$ cat src/rtl/ifu_mem_rsp.sv
// ifu_mem_rsp: instruction-memory stand-in behind the IFU cache miss port.
// Line requests are queued in a small in-order FIFO. Each one is answered from
// an internal line store after a fixed latency, as a single-cycle tagged
// response. A preload port fills the store; the store is never reset.
//
// Request handshake: a request is taken on a rising edge when
// mem_reqTagValidIn=1 and mem_reqReadyOut=1. mem_reqReadyOut depends only on
// the registered FIFO count, so it never reacts combinationally to valid.
// A request presented while ready is low is dropped and sets the sticky
// ovf_errOut. Responses have no backpressure: mem_rspInsLineValidOut pulses
// for one cycle and the consumer must sample it in that cycle.
module ifu_mem_rsp #(
    parameter int TAG_WIDTH  = 6,
    parameter int LINE_WIDTH = 32,
    parameter int LATENCY    = 3,
    parameter int FIFO_DEPTH = 4
) (
    input  logic                  Clock,
    input  logic                  Rst,
    input  logic [TAG_WIDTH-1:0]  mem_reqTagIn,
    input  logic                  mem_reqTagValidIn,
    output logic                  mem_reqReadyOut,
    output logic [TAG_WIDTH-1:0]  mem_rspTagOut,
    output logic [LINE_WIDTH-1:0] mem_rspInsLineOut,
    output logic                  mem_rspInsLineValidOut,
    input  logic                  ld_wrEnIn,
    input  logic [TAG_WIDTH-1:0]  ld_wrTagIn,
    input  logic [LINE_WIDTH-1:0] ld_wrLineIn,
    output logic                  ovf_errOut,
    output logic                  busyOut,
    output logic [1:0]            dbg_stateOut
);

    // Store is indexed directly by tag.
    localparam int STORE_LINES = 1 << TAG_WIDTH;
    // FIFO pointer and count widths; count needs one extra bit to encode "full".
    localparam int PTR_W = $clog2(FIFO_DEPTH);
    localparam int CNT_W = PTR_W + 1;
    localparam logic [CNT_W-1:0] FULL_CNT   = CNT_W'(FIFO_DEPTH);
    // The WAIT counter starts at LATENCY-1 and the capture edge is the one
    // that finds it at zero, giving LATENCY edges spent in WAIT.
    localparam logic [3:0]       LAT_RELOAD = 4'(LATENCY - 1);

    typedef enum logic [1:0] {
        ST_IDLE = 2'd0,
        ST_WAIT = 2'd1,
        ST_RESP = 2'd2
    } state_t;

    // Line store and request queue storage (data only, no reset needed).
    logic [LINE_WIDTH-1:0] r_store [STORE_LINES];
    logic [TAG_WIDTH-1:0]  r_fifo  [FIFO_DEPTH];

    // Queue bookkeeping.
    logic [PTR_W-1:0]      r_wr_ptr;
    logic [PTR_W-1:0]      r_rd_ptr;
    logic [CNT_W-1:0]      r_count;

    // Sequencer state.
    state_t                r_state;
    logic [3:0]            r_cnt;
    logic [TAG_WIDTH-1:0]  r_cur_tag;

    // Registered response outputs and sticky error.
    logic [TAG_WIDTH-1:0]  r_rsp_tag;
    logic [LINE_WIDTH-1:0] r_rsp_line;
    logic                  r_rsp_valid;
    logic                  r_ovf;

    logic                  w_ready;
    logic                  w_empty;
    logic                  w_push;
    logic                  w_pop;

    // Ready comes from the registered count only: a full queue refuses a push
    // even on an edge where the sequencer pops.
    assign w_ready = (r_count < FULL_CNT);
    assign w_empty = (r_count == '0);
    assign w_push  = mem_reqTagValidIn & w_ready;
    // The sequencer takes the head only from IDLE or RESP; a push into an empty
    // queue is therefore seen one edge later, never popped on the same edge.
    assign w_pop   = ~w_empty & ((r_state == ST_IDLE) | (r_state == ST_RESP));

    // Preload write port; contents persist across reset.
    always_ff @(posedge Clock) begin
        if (ld_wrEnIn) begin
            r_store[ld_wrTagIn] <= ld_wrLineIn;
        end
    end

    // Queue data write at the tail on an accepted request.
    always_ff @(posedge Clock) begin
        if (w_push) begin
            r_fifo[r_wr_ptr] <= mem_reqTagIn;
        end
    end

    // Queue pointers and occupancy; pointers wrap naturally (power-of-2 depth).
    always_ff @(posedge Clock or posedge Rst) begin
        if (Rst) begin
            r_wr_ptr <= '0;
            r_rd_ptr <= '0;
            r_count  <= '0;
        end else begin
            if (w_push) begin
                r_wr_ptr <= r_wr_ptr + PTR_W'(1);
            end
            if (w_pop) begin
                r_rd_ptr <= r_rd_ptr + PTR_W'(1);
            end
            case ({w_push, w_pop})
                2'b10:   r_count <= r_count + CNT_W'(1);
                2'b01:   r_count <= r_count - CNT_W'(1);
                default: r_count <= r_count;
            endcase
        end
    end

    // Response sequencer: pop head, wait out the latency, emit one-cycle response.
    always_ff @(posedge Clock or posedge Rst) begin
        if (Rst) begin
            r_state     <= ST_IDLE;
            r_cnt       <= 4'd0;
            r_cur_tag   <= '0;
            r_rsp_tag   <= '0;
            r_rsp_line  <= '0;
            r_rsp_valid <= 1'b0;
        end else begin
            r_rsp_valid <= 1'b0;
            case (r_state)
                ST_IDLE: begin
                    if (w_pop) begin
                        r_cur_tag <= r_fifo[r_rd_ptr];
                        r_cnt     <= LAT_RELOAD;
                        r_state   <= ST_WAIT;
                    end
                end
                ST_WAIT: begin
                    if (r_cnt != 4'd0) begin
                        r_cnt <= r_cnt - 4'd1;
                    end else begin
                        // Store read uses the pre-edge contents, so a preload
                        // write to the same tag on this edge is not seen.
                        r_rsp_tag   <= r_cur_tag;
                        r_rsp_line  <= r_store[r_cur_tag];
                        r_rsp_valid <= 1'b1;
                        r_state     <= ST_RESP;
                    end
                end
                ST_RESP: begin
                    if (w_pop) begin
                        r_cur_tag <= r_fifo[r_rd_ptr];
                        r_cnt     <= LAT_RELOAD;
                        r_state   <= ST_WAIT;
                    end else begin
                        r_state <= ST_IDLE;
                    end
                end
                default: begin
                    r_state <= ST_IDLE;
                end
            endcase
        end
    end

    // Sticky overflow: a request offered while the queue is full is dropped.
    always_ff @(posedge Clock or posedge Rst) begin
        if (Rst) begin
            r_ovf <= 1'b0;
        end else if (mem_reqTagValidIn & ~w_ready) begin
            r_ovf <= 1'b1;
        end
    end

    assign mem_reqReadyOut        = w_ready;
    assign mem_rspTagOut          = r_rsp_tag;
    assign mem_rspInsLineOut      = r_rsp_line;
    assign mem_rspInsLineValidOut = r_rsp_valid;
    assign ovf_errOut             = r_ovf;
    assign busyOut                = ~w_empty | (r_state != ST_IDLE);
    assign dbg_stateOut           = r_state;

endmodule

$ cat config.mk
export PLATFORM = sky130hd
export DESIGN_NAME = ifu_mem_rsp
export DESIGN_NICKNAME = d
export VERILOG_FILES = /design/src/rtl/ifu_mem_rsp.sv
export SDC_FILE = /design/constraint.sdc
export NUM_CORES = 2
export LEC_CHECK = 0
export BUFFER_PORTS_ARGS = -buffer_cell sky130_fd_sc_hd__clkbuf_2
export CORE_MARGIN = 2
export CORE_UTILIZATION = 47
export DETAILED_ROUTE_END_ITERATION = 12
export GPL_ROUTABILITY_DRIVEN = 1
export PLACE_DENSITY = 0.67
export SYNTH_ARGS = -nofsm -noshare
export SYNTH_HDL_FRONTEND = slang
export SYNTH_SLANG_ARGS = --single-unit
$ cat constraint.sdc
create_clock -name Clock -period 2.5 [get_ports Clock]
set_input_delay 0.5 -clock Clock [delete_from_list [all_inputs] [get_ports Clock]]
set_output_delay 0.5 -clock Clock [all_outputs]
set_load 0.02 [all_outputs]
# Yosys cells after proc, flatten, opt, wreduce, memory -nomap -nowiden
# Memories as Yosys holds them, arrays and structs flattened. A register that Yosys moved wholly into a read port is not among the register bits.
# Cells that the tools add are included.
# word_totals
regBits	21
output_inout_bits	44
in_bits	48
word_cells	57
mem_bits_rw	2072
mem_count	2
# classes
bitwise	8
order_cmp	1
addsub	5
mux	14
eq_ne	8
n_reduce_logical	11
# mem_list
memory	words	word_bits	read_ports	rd_clocked_by_memory_dff	wr	line	source
r_store	64	32	1	1	1	51	logic [LINE_WIDTH-1:0] r_store [STORE_LINES];
r_fifo	4	6	1	1	1	52	logic [TAG_WIDTH-1:0] r_fifo [FIFO_DEPTH];
# ops
operator	count
$mux 4	2
$pmux 4 s2	1
$mux 1	7
$ne 2x2->1 const B	3
$pmux 2 s3	1
$pmux 3 s2	1
$reduce_and 2->1	3
$reduce_bool 2->1	3
$add 2x1->2 const B	2
$eq 2x1->1 const B	2
$eq 2x2->1 const B	2
$mux 2	2
$reduce_bool 4->1	1
$sub 4x1->4 const B	1
$add 3x1->3 const B	1
$and 1x1->1	3
$logic_not 3->1	1
$lt 3x3->1 const B	1
$not 1->1	3
$reduce_and 3->1	1
$sub 3x1->3 const B	1
$logic_not 2->1	1
$ne 2x1->1 const B	1
$or 1x1->1	2
$reduce_or 2->1	1

# Longest topological paths before layout
# logic_depth
word_depth	5
mapped_depth	10
ltp_nobuf	8

# Worst setup path before layout
# No wires, ideal clock.
# synth_path
path_kind	input port to flip-flop
start	in ld_wrTagIn[4]
end	mem r_store[16][0], enable pin
stages	4
path_slack_ns	-0.611
arrival_time_ns	2.690
cell_sequence	clkbuf_1 -> or3b_2 -> clkbuf_1 -> nor2_1
# synth_lines
element	line	source
from (decl)	27	input logic [TAG_WIDTH-1:0] ld_wrTagIn,
to (decl)	51	
# Straight into the memory's write port.

==> impl_metrics.tcl <==
set metrics [dict create \
    fin_crit_ns 2.70 \
    cts_max_level 4 \
    nNetsFinal 4333 \
    tns_ns -2.59 \
    io_pins 92 \
    die_width_um 419 \
    routed_wl_um 223000 \
    max_freq_mhz 371 \
    synth_seq_cells 2131 \
    async_flop_share 0.0277 \
    syn_inst 3552 \
    cts_tree "done" \
    skew_ns 0.0316 \
    ir_worst_vdd_v 0.00103 \
    grt_remaining_overflow 0 \
    numPortBuffers 91 \
    ant_nets 0 \
    synth.avg_cell_area_um2 22.7 \
    floorplan.initialDensity 0.472 \
    fin_crit_sh 1.08 \
    cp-end-kind "flip-flop" \
    avgRoutedWirePerCell_um 33.4 \
    hold_viol_final 0 \
    cellLeakagePower_nw 31.9 \
    drv_cap 0 \
    antenna_found_initial 11 \
    drc 0 \
    drt_iter0_drc 5583 \
    synth_edf_count 2072 \
    nFillCells 12100 \
    viasPerCell 6.25 \
    final_cell_mix "edfxtp_1, mux4_2, buf_4, clkbuf_16, buf_12" \
    rsz0062_at_grt "true" \
    synth_cell_types 58 \
    grt_pass1_wl_um 311000 \
    area_growth_syn_to_layout_pct 22.0 \
    critPathLaunchType "flip-flop" \
    grt_max_degree 65 \
    cp_max_fo 12 \
    synthesis.nets 3607 \
    status "finished with violations" \
    numCtsBuffers 201 \
    p_per_area_nw_per_um2 1040 \
    final_common_cell "edfxtp_1" \
    tightestPinTransition_ns 1.13 \
    vias 41800 \
    yosys_warnings 0 \
    hp-class "primary input to flip-flop" \
    track_usage 0.254 \
    cts-root-buf "clkbuf_16" \
    clockBufferDepth 3 \
    drv_slew 0 \
    pre_cts_slack_ns -0.677 \
    drive_above_1_share 0.399 \
    netlist_area_um2 80800 \
    arrival_ns 3.40 \
    fin_area_um2 98500 \
    violations "setup timing" \
    num_rows 152 \
    core_um2 171000 \
    postPlaceCellArea_um2 89100 \
    setup_viol 30 \
    insertion_delay_ns 0.84 \
    synth_ff_type "edfxtp_1" \
    crit_type "flip-flop to flip-flop" \
    firstDrtPassIters 6 \
    seq_area_frac_synth 0.789 \
    setup_slack_ns -0.198 \
    gp_congestion 0.828 \
    cp.required_ns 3.20 \
    cts_sinks 2131 \
    dieArea_um2 175000 \
    grt_pass1_vias 41500 \
    slew_headroom 0.245 \
    cts.clk_slew.worst_paths_ns 0.06 \
    die_h_um 419 \
    place_hpwl_um 132000 \
]
==> metrics by stage <==
step                      cells  hold slack [ns]   util  total power, mW
after floorplan            3552            0.469      -             56.6
after detailed placement   6191            0.444  0.521             67.7
after global placement     6190            0.441  0.521             67.5
final                      6688            0.147  0.576              102
after global routing       6685            0.148  0.575              105
after CTS                  6656           0.0924  0.572              101
==> cells in the mapped netlist, drive strengths merged (2+ instances only) <==
library cell	number	share of area
a211oi	12	0.0011
nor2	107	0.0050
nand4	9	0.00070
nand3	27	0.0017
and3	4	0.00031
o22ai	63	0.0050
o211ai	18	0.0017
nor3b	2	0.00019
a31oi	2	0.00015
ha	6	0.00093
dfrtp	59	0.018
or4	5	0.00046
xor2	3	0.00033
nor4	14	0.0011
or2	2	0.00015
a22o	25	0.0027
clkbuf	63	0.0029
o21ai	7	0.00043
clkinv	2	0.000093
and2	6	0.00046
nand3b	8	0.00074
mux2i	39	0.0048
xnor2	5	0.00054
or3b	2	0.00022
a22oi	115	0.011
nand2b	6	0.00046
mux4	513	0.14
mux2	9	0.0013
or3	29	0.0022
buf	127	0.010
and4	4	0.00043
nor3	17	0.0011
nor2b	11	0.00085
nand2	71	0.0033
a221oi	3	0.00033
a21oi	38	0.0024
edfxtp	2072	0.77
inv	34	0.0016
==> state kept, by name, summed over array words and instances, names as in the netlist <==
signal / cells
r_store: 2048
r_count: 3
mem_rspInsLineValidOut: 1
dbg_stateOut: 2
r_fifo: 24
r_cur_tag: 6
mem_rspInsLineOut: 32
r_rd_ptr: 2
r_cnt: 4
r_wr_ptr: 2
ovf_errOut: 1
mem_rspTagOut: 6
==> worst max-delay path, cell delays in order, from the launching register on <==
cell and delay (ns):
dfrtp_4 0.45, buf_12 0.13, buf_4 0.19, buf_12 0.17, mux4_2 0.51, a22oi_2 0.36
nand3_4 0.19, buf_4 0.20, or3_1 0.34
==> cell families after synthesis <==
kind of cell / after synthesis / share of synthesized area
AOI/OAI and AO/OA: 291 / 0.0253
xor gates and xnor gates: 8 / 0.000868
adders and majority gates: 7 / 0.00118
buffers and inverters: 226 / 0.0147
DFF: 2131 / 0.789
muxes: 561 / 0.150
and+or+nand+nor: 328 / 0.0198
==> per-layer routing <==
| metal | wire (um) | part of all wire | GRT usage | up-vias |
|---|---|---|---|---|
| li1 | - | - | - | 16600 |
| met4 | 8540 | 0.038 | 0.0956 | 4 |
| met1 | 83700 | 0.38 | 0.344 | 22400 |
| met5 | 24 | 0.00011 | 0 | - |
| met3 | 21500 | 0.096 | 0.0526 | 384 |
| met2 | 109000 | 0.49 | 0.409 | 2370 |
==> worst paths after layout <==
path	startpoint	endpoint	slack (ns)	cells after the start
setup / recovery	r_cur_tag[0]	mem_rspInsLineOut[11]	-0.20	8
hold / removal	ld_wrLineIn[13]	r_store[54][13]	0.15	2
setup reg to reg	r_cur_tag[0]	mem_rspInsLineOut[11]	-0.20	8
hold reg to reg	ovf_errOut	ovf_errOut	0.46	1
max in group asynchronous	Rst	mem_rspInsLineOut[27]	1.43	4
min in group asynchronous	Rst	ovf_errOut	0.36	3
==> power breakdown <==
| part | internal, mW | leakage (nW) | switching [mW] | total (mW) |
|---|---|---|---|---|
| Clock | 17.1 | 3.18 | 13.2 | 30.3 |
| Combinational | 15.9 | 9.38 | 15.1 | 31.0 |
| Sequential | 39.9 | 19.4 | 0.859 | 40.8 |
| Total | 73.0 | 31.9 | 29.1 | 102 |
==> timing repair <==
item	CTS	global route
gates resized for setup	251	73
gates cloned	9	4
setup buffers	79	31
hold buffers	8	0
pin swaps	75	54
endpoints found under the setup margin	32	32
hold endpoints to repair	57	0
==> layout make-up <==
| type | count | area, um^2 | share of cell area |
|---|---|---|---|
| flip-flops and latches | 2131 | 63700 | 0.647 |
| multi-input cells | 1195 | 17500 | 0.178 |
| repair buffers | 713 | 7810 | 0.0793 |
| clock buffers | 278 | 5510 | 0.0560 |
| well taps | 2233 | 2790 | 0.0284 |
| clock inverters | 98 | 1000 | 0.0102 |
| inverters | 36 | 136 | 0.00138 |
| diodes | 4 | 10.0 | 0.000102 |
Power figures use the tool's default switching activity.
